### src/rtl/audio_pkg.sv
// Shared definitions for the audio measurement blocks.
//   SAMPLE_W_DEF    : default sample width (two's complement)
//   PERIOD_W_DEF    : default width of period results and counters
//   WRAP_THRESH_DEF : default minimum downward step recognised as a saw wrap
//   meter_state_e   : state encoding of the saw period meter
package audio_pkg;

    localparam int          SAMPLE_W_DEF    = 24;
    localparam int          PERIOD_W_DEF    = 26;
    localparam logic [23:0] WRAP_THRESH_DEF = 24'h0FFFFF;

    typedef enum logic [1:0] {
        ST_IDLE    = 2'd0,
        ST_SEEK    = 2'd1,
        ST_MEASURE = 2'd2
    } meter_state_e;

endpackage

### src/rtl/saw_wrap_detect.sv
// Sawtooth wrap detector: remembers the previous qualified sample and flags
// a wrap when the current qualified sample falls below it by more than
// WRAP_THRESH.
// Ports:
//   clk, rst      : clock, asynchronous active-high reset
//   clr           : forget the stored sample (meter inactive)
//   sample_valid  : qualifies sample
//   sample        : signed sawtooth sample
//   wrap          : combinational, high for a qualified sample that wraps
module saw_wrap_detect
    import audio_pkg::*;
#(
    parameter int                  SAMPLE_W    = SAMPLE_W_DEF,
    parameter logic [SAMPLE_W-1:0] WRAP_THRESH = SAMPLE_W'(WRAP_THRESH_DEF)
) (
    input  logic                       clk,
    input  logic                       rst,
    input  logic                       clr,
    input  logic                       sample_valid,
    input  logic signed [SAMPLE_W-1:0] sample,
    output logic                       wrap
);

    // Threshold zero-extended so the compare stays a positive signed value.
    localparam logic signed [SAMPLE_W:0] THRESH_EXT = $signed({1'b0, WRAP_THRESH});

    logic signed [SAMPLE_W-1:0] prev_q, prev_d;
    logic                       prev_ok_q, prev_ok_d;
    logic signed [SAMPLE_W:0]   diff;

    always_comb begin
        prev_d    = prev_q;
        prev_ok_d = prev_ok_q;
        if (clr) begin
            prev_ok_d = 1'b0;
        end else if (sample_valid) begin
            prev_d    = sample;
            prev_ok_d = 1'b1;
        end
    end

    // One extra bit so a full-scale positive-to-negative drop cannot overflow.
    always_comb begin
        diff = $signed({prev_q[SAMPLE_W-1], prev_q}) - $signed({sample[SAMPLE_W-1], sample});
        wrap = sample_valid && !clr && prev_ok_q && (diff > THRESH_EXT);
    end

    always_ff @(posedge clk or posedge rst) begin
        if (rst) begin
            prev_q    <= '0;
            prev_ok_q <= 1'b0;
        end else begin
            prev_q    <= prev_d;
            prev_ok_q <= prev_ok_d;
        end
    end

endmodule

### src/rtl/saw_period_meter.sv
// Sawtooth period meter: counts qualified samples between successive wraps
// of a sawtooth stream and publishes the period (samples per cycle minus
// one, matching the generator's period setting).
// Ports:
//   clk, rst      : 48 MHz clock, asynchronous active-high reset
//   en            : meter enable, low returns the meter to IDLE
//   sample        : signed sawtooth sample
//   sample_valid  : qualifies sample
//   period        : last published period
//   period_valid  : one-cycle pulse when period is updated
//   locked        : high while the last two published periods matched
//   overflow      : one-cycle pulse when the sample counter saturates
module saw_period_meter
    import audio_pkg::*;
#(
    parameter int                  SAMPLE_W    = SAMPLE_W_DEF,
    parameter int                  PERIOD_W    = PERIOD_W_DEF,
    parameter logic [SAMPLE_W-1:0] WRAP_THRESH = SAMPLE_W'(WRAP_THRESH_DEF)
) (
    input  logic                       clk,
    input  logic                       rst,
    input  logic                       en,
    input  logic signed [SAMPLE_W-1:0] sample,
    input  logic                       sample_valid,
    output logic [PERIOD_W-1:0]        period,
    output logic                       period_valid,
    output logic                       locked,
    output logic                       overflow
);

    localparam logic [PERIOD_W-1:0] COUNT_MAX = '1;
    localparam logic [PERIOD_W-1:0] COUNT_ONE = PERIOD_W'(1);

    meter_state_e        state_q, state_d;
    logic [PERIOD_W-1:0] count_q, count_d;
    logic [PERIOD_W-1:0] period_q, period_d;
    logic                period_valid_q, period_valid_d;
    logic                locked_q, locked_d;
    logic                overflow_q, overflow_d;
    // Set once a period has been published in the current session, so the
    // first measurement after IDLE/overflow never compares against stale data.
    logic                pub_ok_q, pub_ok_d;

    logic                active;
    logic                clr_prev;
    logic                qual;
    logic                wrap;
    logic [PERIOD_W-1:0] measured;

    // A sample seen in the cycle en drops is ignored: the meter is leaving.
    assign active   = en && (state_q != ST_IDLE);
    assign clr_prev = !active;
    assign qual     = active && sample_valid;
    assign measured = count_q - COUNT_ONE;

    saw_wrap_detect #(
        .SAMPLE_W    (SAMPLE_W),
        .WRAP_THRESH (WRAP_THRESH)
    ) u_wrap (
        .clk          (clk),
        .rst          (rst),
        .clr          (clr_prev),
        .sample_valid (qual),
        .sample       (sample),
        .wrap         (wrap)
    );

    always_comb begin
        state_d        = state_q;
        count_d        = count_q;
        period_d       = period_q;
        period_valid_d = 1'b0;
        locked_d       = locked_q;
        overflow_d     = 1'b0;
        pub_ok_d       = pub_ok_q;

        if (!en) begin
            state_d  = ST_IDLE;
            count_d  = '0;
            locked_d = 1'b0;
            pub_ok_d = 1'b0;
        end else begin
            case (state_q)
                ST_IDLE: begin
                    state_d  = ST_SEEK;
                    count_d  = '0;
                    locked_d = 1'b0;
                    pub_ok_d = 1'b0;
                end
                ST_SEEK: begin
                    if (wrap) begin
                        state_d = ST_MEASURE;
                        count_d = COUNT_ONE;
                    end
                end
                ST_MEASURE: begin
                    // Wrap is tested first so it wins over a saturated count.
                    if (wrap) begin
                        period_d       = measured;
                        period_valid_d = 1'b1;
                        count_d        = COUNT_ONE;
                        locked_d       = pub_ok_q && (measured == period_q);
                        pub_ok_d       = 1'b1;
                    end else if (qual) begin
                        if (count_q == COUNT_MAX) begin
                            overflow_d = 1'b1;
                            locked_d   = 1'b0;
                            pub_ok_d   = 1'b0;
                            count_d    = '0;
                            state_d    = ST_SEEK;
                        end else begin
                            count_d = count_q + COUNT_ONE;
                        end
                    end
                end
                default: begin
                    state_d = ST_IDLE;
                end
            endcase
        end
    end

    always_ff @(posedge clk or posedge rst) begin
        if (rst) begin
            state_q        <= ST_IDLE;
            count_q        <= '0;
            period_q       <= '0;
            period_valid_q <= 1'b0;
            locked_q       <= 1'b0;
            overflow_q     <= 1'b0;
            pub_ok_q       <= 1'b0;
        end else begin
            state_q        <= state_d;
            count_q        <= count_d;
            period_q       <= period_d;
            period_valid_q <= period_valid_d;
            locked_q       <= locked_d;
            overflow_q     <= overflow_d;
            pub_ok_q       <= pub_ok_d;
        end
    end

    assign period       = period_q;
    assign period_valid = period_valid_q;
    assign locked       = locked_q;
    assign overflow     = overflow_q;

endmodule

### config.mk
export PLATFORM = sky130hd
export DESIGN_NAME = saw_period_meter
export DESIGN_NICKNAME = d
export VERILOG_FILES = /design/src/rtl/audio_pkg.sv /design/src/rtl/saw_wrap_detect.sv /design/src/rtl/saw_period_meter.sv
export SDC_FILE = /design/constraint.sdc
export NUM_CORES = 1
export LEC_CHECK = 0
export BUFFER_PORTS_ARGS = -buffer_cell sky130_fd_sc_hd__buf_4
export CAP_MARGIN = 40
export CELL_PAD_IN_SITES_DETAIL_PLACEMENT = 0
export CELL_PAD_IN_SITES_GLOBAL_PLACEMENT = 2
export CORE_MARGIN = 1.5
export CORE_UTILIZATION = 40
export DETAILED_ROUTE_END_ITERATION = 10
export PLACE_DENSITY_LB_ADDON = 0.1
export SLEW_MARGIN = 20
export SYNTH_ARGS = -nofsm -noshare
export SYNTH_HDL_FRONTEND = slang
export SYNTH_SLANG_ARGS = --single-unit
### constraint.sdc
create_clock -name clk -period 6.8 [get_ports clk]
set_input_delay 1.02 -clock clk [delete_from_list [all_inputs] [get_ports clk]]
set_output_delay 1.02 -clock clk [all_outputs]
set_load 0.05 [all_outputs]
==> results of run 1 <==
[through the flow]
stage | utilization [%] | cell area (sq um) | hold WS (ns) | setup slack [ns] | instances
finish | 47.5 | 6650 | 0.491 | 2.10 | 888
global route | 47.5 | 6650 | 0.512 | 1.75 | 888
CTS | 47.3 | 6620 | 0.494 | 2.07 | 887
detailed placement | 45.1 | 6310 | 0.479 | 1.70 | 871
global placement | 44.9 | 6280 | 0.466 | 1.83 | 870
floorplan | - | 5780 | 0.454 | 3.02 | 672
[power by group through the flow]
stage	Sequential [mW]	Clock, mW	Combinational [mW]
2_1_floorplan	0.790	0	0.766
3_3_place_gp	0.700	0	1.13
3_5_place_dp	0.703	0	1.14
4_1_cts	0.695	0.536	1.15
5_1_grt	0.711	0.558	1.27
6_report	0.693	0.522	1.15
[kinds of logic after synthesis]
kind of cell / count (synthesis) / share of synthesized area, %
and+or+nand+nor: 237 / 21.6
AOI/OAI and AO/OA: 175 / 20.3
buffers and inverters: 86 / 5.89
DFF: 83 / 35.9
xor gates and xnor gates: 51 / 7.73
adders and majority gates: 31 / 6.84
muxes: 9 / 1.73
[worst min path at each step]
stage	slack [ns]	end	depth (start not counted)	startpoint
global route	0.51	u_wrap.prev_q[5]	2	u_wrap.prev_q[5]
detailed placement	0.48	u_wrap.prev_q[23]	2	u_wrap.prev_q[23]
CTS	0.49	u_wrap.prev_q[23]	2	u_wrap.prev_q[23]
floorplan	0.45	u_wrap.prev_q[10]	2	u_wrap.prev_q[10]
global placement	0.47	u_wrap.prev_q[5]	2	u_wrap.prev_q[5]
finish	0.49	u_wrap.prev_q[8]	2	u_wrap.prev_q[8]
[sequential cells by signal, summed over array words and instances, names as in the netlist]
| name | cells |
|---|---|
| overflow | 1 |
| period | 26 |
| count_q | 26 |
| u_wrap.prev_ok_q | 1 |
| locked | 1 |
| u_wrap.prev_q | 24 |
| period_valid | 1 |
| state_q | 2 |
| pub_ok_q | 1 |
[synth_stat cells (5+ instances only)]
| cell | number |
|---|---|
| a211oi_1 | 5 |
| a21o_1 | 10 |
| a21oi_1 | 21 |
| a22o_1 | 6 |
| a22oi_1 | 6 |
| and2_1 | 8 |
| and3_1 | 16 |
| buf_2 | 8 |
| clkbuf_1 | 32 |
| dfrtp_1 | 83 |
| ha_1 | 30 |
| inv_1 | 45 |
| mux2_2 | 8 |
| nand2_1 | 79 |
| nand3_1 | 30 |
| nand4_1 | 12 |
| nor2_1 | 29 |
| nor2b_1 | 5 |
| nor3_1 | 15 |
| o2111ai_1 | 5 |
| o21a_1 | 8 |
| o21ai_0 | 63 |
| o22ai_1 | 5 |
| o311ai_0 | 5 |
| or3_1 | 7 |
| xnor2_1 | 28 |
| xor2_1 | 23 |
[cells in the final DEF, fill, tap and decap left out, types with 10 or more instances in the layout]
cell type and n:
inv_1 44, nor3_1 15, o21ai_0 63, nand2_1 78, nand4_1 12, and3_1 16, a21o_1 10, xnor2_1 28
dfrtp_1 83, a21oi_1 21, buf_4 59, ha_1 30, xor2_1 23, nand3_1 30, nor2_1 29
[layer usage]
layer / GRT usage (%) / vias to the layer above / routed length [um]
met5: 0 / - / 0
met4: 8.48 / 0 / 397
met3: 2.68 / 25 / 492
met2: 32.9 / 112 / 6770
met1: 25.3 / 2311 / 6450
li1: - / 2466 / -
[tightest hold or removal path: stages, from the launching register on]
cell	delay [ns]
dfrtp_1	0.34
nand2_1	0.05
o21ai_0	0.06
[layout make-up]
| class | count | area, sq um | share of cell area [%] |
|---|---|---|---|
| Inverter | 45 | 170 | 2.56 |
| Clock inverter | 4 | 47.5 | 0.715 |
| Tap cell | 180 | 225 | 3.39 |
| Multi-Input combinational cell | 503 | 3370 | 50.7 |
| Timing Repair Buffer | 61 | 490 | 7.38 |
| Sequential cell | 83 | 2080 | 31.2 |
| Clock buffer | 12 | 267 | 4.01 |
==> out/metrics.cfg, run 1 <==
[outcome]
status=completed

[synth]
syn_area_sq_um=5780
yosysWarnings=0
synth.net_count=731
ys_top_cells_by_area=dfrtp_1, ha_1, o21ai_0
ys_types=73
synth_top_area_share_pct=35.9
yosysSeqAreaShare_pct=35.9
synth_top_flop_cell=dfrtp_1
synth_top_cell_by_area=dfrtp_1
synth_edf_count=0
netlist_instances=672
synth.avg_cell_area_sq_um=8.60
ys_seq_elements=83
async_flop_share_pct=100

[clock_network]
cts_tree=yes
cts.sinks=83
clock_latency_ns=0.34
cts.clk_slew.worst_paths_ns=0.06
cts-root-buf=clkbuf_16
numCtsBuffers=9
cts_htree_levels=3
cts_setup_buffers=0
cts.path.max_buffers=2
ctsHoldBuffers=0
cts_resized=0

[job]
drv_cap=0

[setup_path]
path_cells=buf_4, ha_1, fa_1, nor2b_1, o2111ai_1, and3_1, or3b_2, nand3_1, o2111ai_1, a211oi_2, buf_4, nand2b_1, o311ai_0
r2r_end=count_q[19]
critPathKind=in2reg
slowest_stage=a211oi_2
crit_end=count_q[19]
reg2reg_from=u_wrap.prev_q[0]
crit_fanout=16
path_depth=13
required_ns=7.02
critPathTopFamily=compound AO/OA/AOI/OAI gates
cp-end-kind=flop
r2r_slack_ns=2.54
worst-r2r-cell-count=13
crit_buf_inv=2
startpoint=sample[0]
cp.arrival_ns=4.92
cp-start-kind=input port
critPathMaxStageDelay_ns=0.69

[floorplanning]
start_util_pct=41.3
die_h_um=123
fp.dieW_um=123
rows=43
dieArea_sq_um=15200
ios=57
core-area_sq_um=14000

[routing]
drtPass1Iterations=5
wl_mm=14.1
dr.first_iter.drc_count=255
ant_nets=0
vias=4914
vias_per_cell=5.53
drc=0
wl_per_cell_um=15.9

[min_path]
hold_class=reg2reg

[pwr]
switching_share_pct=42.2
pwr-share-seq_pct=29.4
pwr-share-clk_pct=22.1
p_sw_mw=0.995
peakVddDrop_uv=146
p_int_mw=1.37
comb_power_share_pct=48.5
p_per_area_nw_per_um2=355
power_mw=2.36
p_leak_nw=3.15

[cells_and_area]
syn2layout_area_growth_pct=15.0
nNetsFinal=762
fillCellCount=1420
antenna-diode-count=0
drive_above_1_share_pct=14.8

[grt]
grt_pass1_vias=4629
antenna_found_initial=0
grt_use_total_pct=19.6
grt_pass1_wl_mm=23.1
grt_max_degree=62
grt_overflow=0

[timing]
finalClockSkew_ns=0.00637
tightest_slew_ns=0.758
slew_headroom_pct=49.4
finalSetupViolations=0
rsz0062_at_grt=false
setup_tns_ns=0
period_needed_ns=4.70
hold_viol=0
slew_violations=0
fin_crit_sh_pct=69.1
fmax_ghz=0.213

[placement]
dp_hpwl_mm=10.5
place.gp.congestion=0.797
port-buffer-count=56

Note: power is estimated with default switching activity, not from simulation.
==> run 2, diff against run 1 <==
- CORE_UTILIZATION: 40 -> 33
- clock period: 6.8 -> 4 ns (I/O delays scaled with it)
==> out/metrics.cfg, run 2 (synthesized netlist as in run 1, its figures left out) <==
[outcome]
status=completed  ; unchanged

[pwr]
p_per_area_nw_per_um2=590  ; was 355 nW/um^2
peakVddDrop_uv=224  ; was 146 uV
power_mw=4.06  ; was 2.36 mW
p_leak_nw=3.26  ; was 3.15 nW

[clock_network]
ctsHoldBuffers=0  ; unchanged
cts.path.max_buffers=2  ; unchanged
cts-root-buf=clkbuf_16  ; unchanged
clock_latency_ns=0.36  ; was 0.34 ns
cts.sinks=83  ; unchanged
cts.clk_slew.worst_paths_ns=0.07  ; was 0.06 ns
cts_htree_levels=3  ; unchanged
cts_tree=yes  ; unchanged
cts_resized=0  ; unchanged
numCtsBuffers=9  ; unchanged
cts_setup_buffers=0  ; unchanged

[routing]
ant_nets=0  ; unchanged
vias=4961  ; was 4,914
vias_per_cell=5.17  ; was 5.53
wl_mm=15.6  ; was 14.1 mm
wl_per_cell_um=16.3  ; was 15.9 um
dr.first_iter.drc_count=247  ; was 255
drtPass1Iterations=5  ; unchanged
drc=0  ; unchanged

[setup_path]
critPathKind=reg2reg  ; was in2reg
cp-start-kind=flop  ; was input port
cp.arrival_ns=4.03  ; was 4.92 ns
required_ns=4.27  ; was 7.02 ns
worst-r2r-cell-count=12  ; was 13
crit_fanout=6  ; was 16
cp-end-kind=flop  ; unchanged

[timing]
slew_headroom_pct=70.8  ; was 49.4%
fmax_ghz=0.266
finalClockSkew_ns=0.0109  ; was 0.00637 ns
rsz0062_at_grt=false  ; unchanged
period_needed_ns=3.76
hold_viol=0  ; unchanged
fin_crit_sh_pct=94.0
slew_violations=0  ; unchanged
tightest_slew_ns=0.433  ; was 0.758 ns
setup_tns_ns=0  ; unchanged
finalSetupViolations=0  ; unchanged

[cells_and_area]
drive_above_1_share_pct=17.7  ; was 14.8%
layout_common_cells=buf_4, dfrtp_1, nand2_1, o21ai_0, inv_1  ; was dfrtp_1, nand2_1, o21ai_0, buf_4, inv_1
postLayoutCellArea_sq_um=6870  ; was 6650 sq um
antenna-diode-count=0  ; unchanged
final_common_cell=buf_4  ; was dfrtp_1
nNetsFinal=788  ; was 762
final_util_pct=40.0  ; was 47.5%
syn2layout_area_growth_pct=18.9  ; was 15.0%

[placement]
port-buffer-count=56  ; unchanged
dp_hpwl_mm=11.7  ; was 10.5 mm
placed_area_sq_um=6560  ; was 6310 sq um
place.gp.congestion=0.844  ; was 0.797

[grt]
grt_pass1_vias=4980  ; was 4,629
grt_use_total_pct=18.2  ; was 19.6%
grt_overflow=0  ; unchanged
grt_pass1_wl_mm=25.9  ; was 23.1 mm
grt_max_degree=45  ; was 62
antenna_found_initial=0  ; unchanged

[min_path]
hold_class=in2async  ; was reg2reg

[floorplanning]
core-area_sq_um=17200  ; was 14,000 sq um
die_h_um=135  ; was 123 um
fp.dieW_um=135  ; was 123 um
ios=57  ; unchanged
dieArea_sq_um=18300  ; was 15,200 sq um
rows=48  ; was 43
start_util_pct=33.6  ; was 41.3%

[job]
drv_cap=0  ; unchanged

run 2: changes by cell type in the layout (fill, tap and decap cells not counted):
cell        delta
buf_4         +26
clkbuf_8       -3
buf_12         +1
buf_16         -1
clkinv_2       +1
clkinv_4       +1
clkinvlp_4     +1
nand2_1        +1
nand2_2        -1
run 2: path summary, 6_finish.rpt:
| check | slack [ns] | end | from |
|---|---|---|---|
| min in group clk | 0.47 | u_wrap.prev_q[0] | sample[0] |
| worst min-delay path | 0.10 | u_wrap.prev_q[8] | rst |
| worst min register to register | 0.48 | u_wrap.prev_q[6] | u_wrap.prev_q[6] |
| worst max-delay path | 0.24 | locked | count_q[0] |
| max in group asynchronous | 3.12 | count_q[24] | rst |
| worst max register to register | 0.24 | locked | count_q[0] |
run 2: final cells by class:
type	count	area, sq um
Tap cell	225	282
Clock buffer	9	225
Inverter	45	170
Multi-Input combinational cell	503	3370
Clock inverter	7	68.8
Sequential cell	83	2080
Timing Repair Buffer	87	678
Fill cell	1790	10300
run 2: report_power, final:
part           switching (mW)  internal (mW)  total, mW
Clock                   0.375          0.482      0.857
Combinational            1.23          0.796       2.03
Sequential              0.141           1.03       1.17
run 2: critical path, cell delays in order, from the launching register on:
cell and delay [ns]:
dfrtp_1 0.39, inv_1 0.15, ha_1 0.20, or4b_1 0.61, nor4_4 0.26, nand2_2 0.19
a32oi_1 0.26, nand4_1 0.21, a2111oi_2 0.32, buf_4 0.20, nand4_1 0.09, or4_1 0.59
o31ai_2 0.20
run 2: stage by stage:
| stage | instances | hold slack [ns] | setup WS (ns) |
|---|---|---|---|
| 2_1_floorplan | 672 | 0.454 | 0.636 |
| 6_report | 959 | 0.104 | 0.240 |
| 3_3_place_gp | 942 | 0.469 | 0.235 |
| 4_1_cts | 958 | 0.393 | 0.216 |
| 3_5_place_dp | 942 | 0.476 | 0.217 |
| 5_1_grt | 959 | 0.0878 | 0.0960 |
run 2: layer usage:
layer,share of wire [%],global-route usage (%),vias to the layer above,wire length [um]
li1,-,-,2520,-
met3,3.2,4.19,32,495
met4,3.2,7.59,0,501
met5,0,0,-,0
met2,48,30.4,81,7490
met1,46,22.5,2328,7130
==> run 3, diff against run 2 <==
- CORE_UTILIZATION: 33 -> 37
- clock period: 4 -> 4.3 ns (I/O delays scaled with it)
==> out/metrics.cfg, run 3 (synthesized netlist as in run 1, its figures left out) <==
[outcome]
status=completed  ; unchanged

[placement]
dp_hpwl_mm=11.4  ; was 11.7 mm
port-buffer-count=56  ; unchanged
preCtsSetupSlack_ns=0.306  ; was 0.217 ns
place.gp.congestion=0.831  ; was 0.844
placed_area_sq_um=6400  ; was 6560 sq um

[pwr]
p_leak_nw=3.18  ; was 3.26 nW
peakVddDrop_uv=192  ; was 224 uV
power_mw=3.79  ; was 4.06 mW
p_per_area_nw_per_um2=564  ; was 590 nW/um^2

[routing]
vias=4879  ; was 4,961
drtPass1Iterations=4  ; was 5
drc=0  ; unchanged
dr.first_iter.drc_count=246  ; was 247
wl_per_cell_um=16.6  ; was 16.3 um
ant_nets=0  ; unchanged
wl_mm=14.9  ; was 15.6 mm
vias_per_cell=5.41  ; was 5.17

[cells_and_area]
final-seq-area_sq_um=2080  ; unchanged
fillCellCount=1511  ; was 1,790
antenna-diode-count=0  ; unchanged
multiInputGateArea_sq_um=3370  ; about the same
nNetsFinal=770  ; was 788
layout_common_cells=dfrtp_1, nand2_1, buf_4, o21ai_0, inv_1  ; was buf_4, dfrtp_1, nand2_1, o21ai_0, inv_1
final_common_cell=dfrtp_1  ; was buf_4
drive_above_1_share_pct=15.4  ; was 17.7%
postLayoutCellArea_sq_um=6710  ; was 6870 sq um
syn2layout_area_growth_pct=16.2  ; was 18.9%

[floorplanning]
core-area_sq_um=15200  ; was 17,200 sq um
dieArea_sq_um=16400  ; was 18,300 sq um
rows=45  ; was 48
fp.dieW_um=128  ; was 135 um
ios=57  ; unchanged
die_h_um=128  ; was 135 um
start_util_pct=38.0  ; was 33.6%

[clock_network]
cts.clk_slew.worst_paths_ns=0.06  ; was 0.07 ns
cts.sinks=83  ; unchanged
cts_resized=0  ; unchanged
cts.path.max_buffers=2  ; unchanged
cts_tree=yes  ; unchanged
numCtsBuffers=9  ; unchanged
cts-root-buf=clkbuf_16  ; unchanged
cts_htree_levels=3  ; unchanged
cts_setup_buffers=0  ; unchanged
clock_latency_ns=0.34  ; was 0.36 ns
ctsHoldBuffers=0  ; unchanged

[timing]
fmax_ghz=0.270  ; was 0.266 GHz
rsz0062_at_grt=false  ; unchanged
finalClockSkew_ns=0.00566  ; was 0.0109 ns
slew_violations=0  ; unchanged
tightest_slew_ns=0.696  ; was 0.433 ns
setup_tns_ns=0  ; unchanged
slew_headroom_pct=53.5  ; was 70.8%
fin_crit_sh_pct=86.1  ; was 94.0%
finalSetupViolations=0  ; unchanged
fin_ws_ns=0.600  ; was 0.240 ns
hold_ws_ns=0.296  ; was 0.104 ns
hold_viol=0  ; unchanged
period_needed_ns=3.70  ; was 3.76 ns

[setup_path]
required_ns=4.54  ; was 4.27 ns
crit_fanout=7  ; was 6
reg2reg_from=count_q[0]  ; unchanged
cp.arrival_ns=3.94  ; was 4.03 ns
cp-start-kind=flop  ; unchanged
cp-end-kind=flop  ; unchanged
critPathKind=reg2reg  ; unchanged
r2r_slack_ns=0.60  ; was 0.24 ns
startpoint=count_q[0]  ; unchanged
r2r_end=locked  ; unchanged
worst-r2r-cell-count=11  ; was 12

[grt]
grt_use_total_pct=18.9  ; was 18.2%
grt_pass1_wl_mm=24.4  ; was 25.9 mm
grt_pass1_vias=4765  ; was 4,980
grt_max_degree=45  ; unchanged
antenna_found_initial=0  ; unchanged
grt_overflow=0  ; unchanged

[min_path]
hold_class=in2async  ; unchanged

[job]
drv_cap=0  ; unchanged

-- run 3: cell count changes in the layout (fill, tap and decap cells not counted) --
cell,delta
clkinv_4,-1
clkinvlp_4,-2
bufinv_16,+1
clkinv_2,-3
nand2_2,+1
clkbuf_8,+2
clkbuf_1,+1
nand2_1,-1
buf_4,-18
-- run 3: worst max-delay path by stage --
stage                        endpoint  slack, ns  cells after the start
after floorplan           count_q[19]       0.89                     13
after global placement      period[4]       0.45                     12
after detailed placement  count_q[19]       0.31                     13
after CTS                      locked       0.57                     11
after global routing      count_q[10]       0.37                     13
final                          locked       0.60                     11
-- run 3: metal layers --
metal / track usage, % / up-vias / share of wire [%]
met5: 0 / - / 0
met4: 7.60 / 0 / 2.2
met3: 2.63 / 19 / 2.2
met2: 32.4 / 60 / 49
met1: 23.9 / 2313 / 47
li1: - / 2487 / -
-- run 3: cell type report --
| cell class | count | area share (%) |
|---|---|---|
| multi-input cells | 503 | 50.2 |
| flip-flops and latches | 83 | 30.9 |
| repair buffers | 69 | 8.09 |
| clock buffers | 12 | 3.82 |
| well taps | 188 | 3.50 |
| inverters | 45 | 2.53 |
| clock inverters | 2 | 0.895 |
-- run 3: worst max-delay path, stage by stage, from the launching register on --
cell       delay [ns]
dfrtp_1          0.45
inv_1            0.16
ha_1             0.27
or4b_1           0.57
nor4_2           0.36
nor2_1           0.13
nor2_1           0.11
nand4_1          0.18
a2111oi_2        0.45
nand4_1          0.13
or4_1            0.57
o31ai_2          0.22
-- run 3: power by group --
part	internal (mW)	switching, mW
Sequential	0.960	0.141
Combinational	0.714	1.12
Clock	0.535	0.319
Total	2.21	1.58
-- run 3: per-stage QoR --
stage | util (%) | cells
after floorplan | - | 672
after global placement | 41.9 | 887
after detailed placement | 42.1 | 888
after CTS | 44.2 | 902
after global routing | 44.2 | 902
final | 44.2 | 902
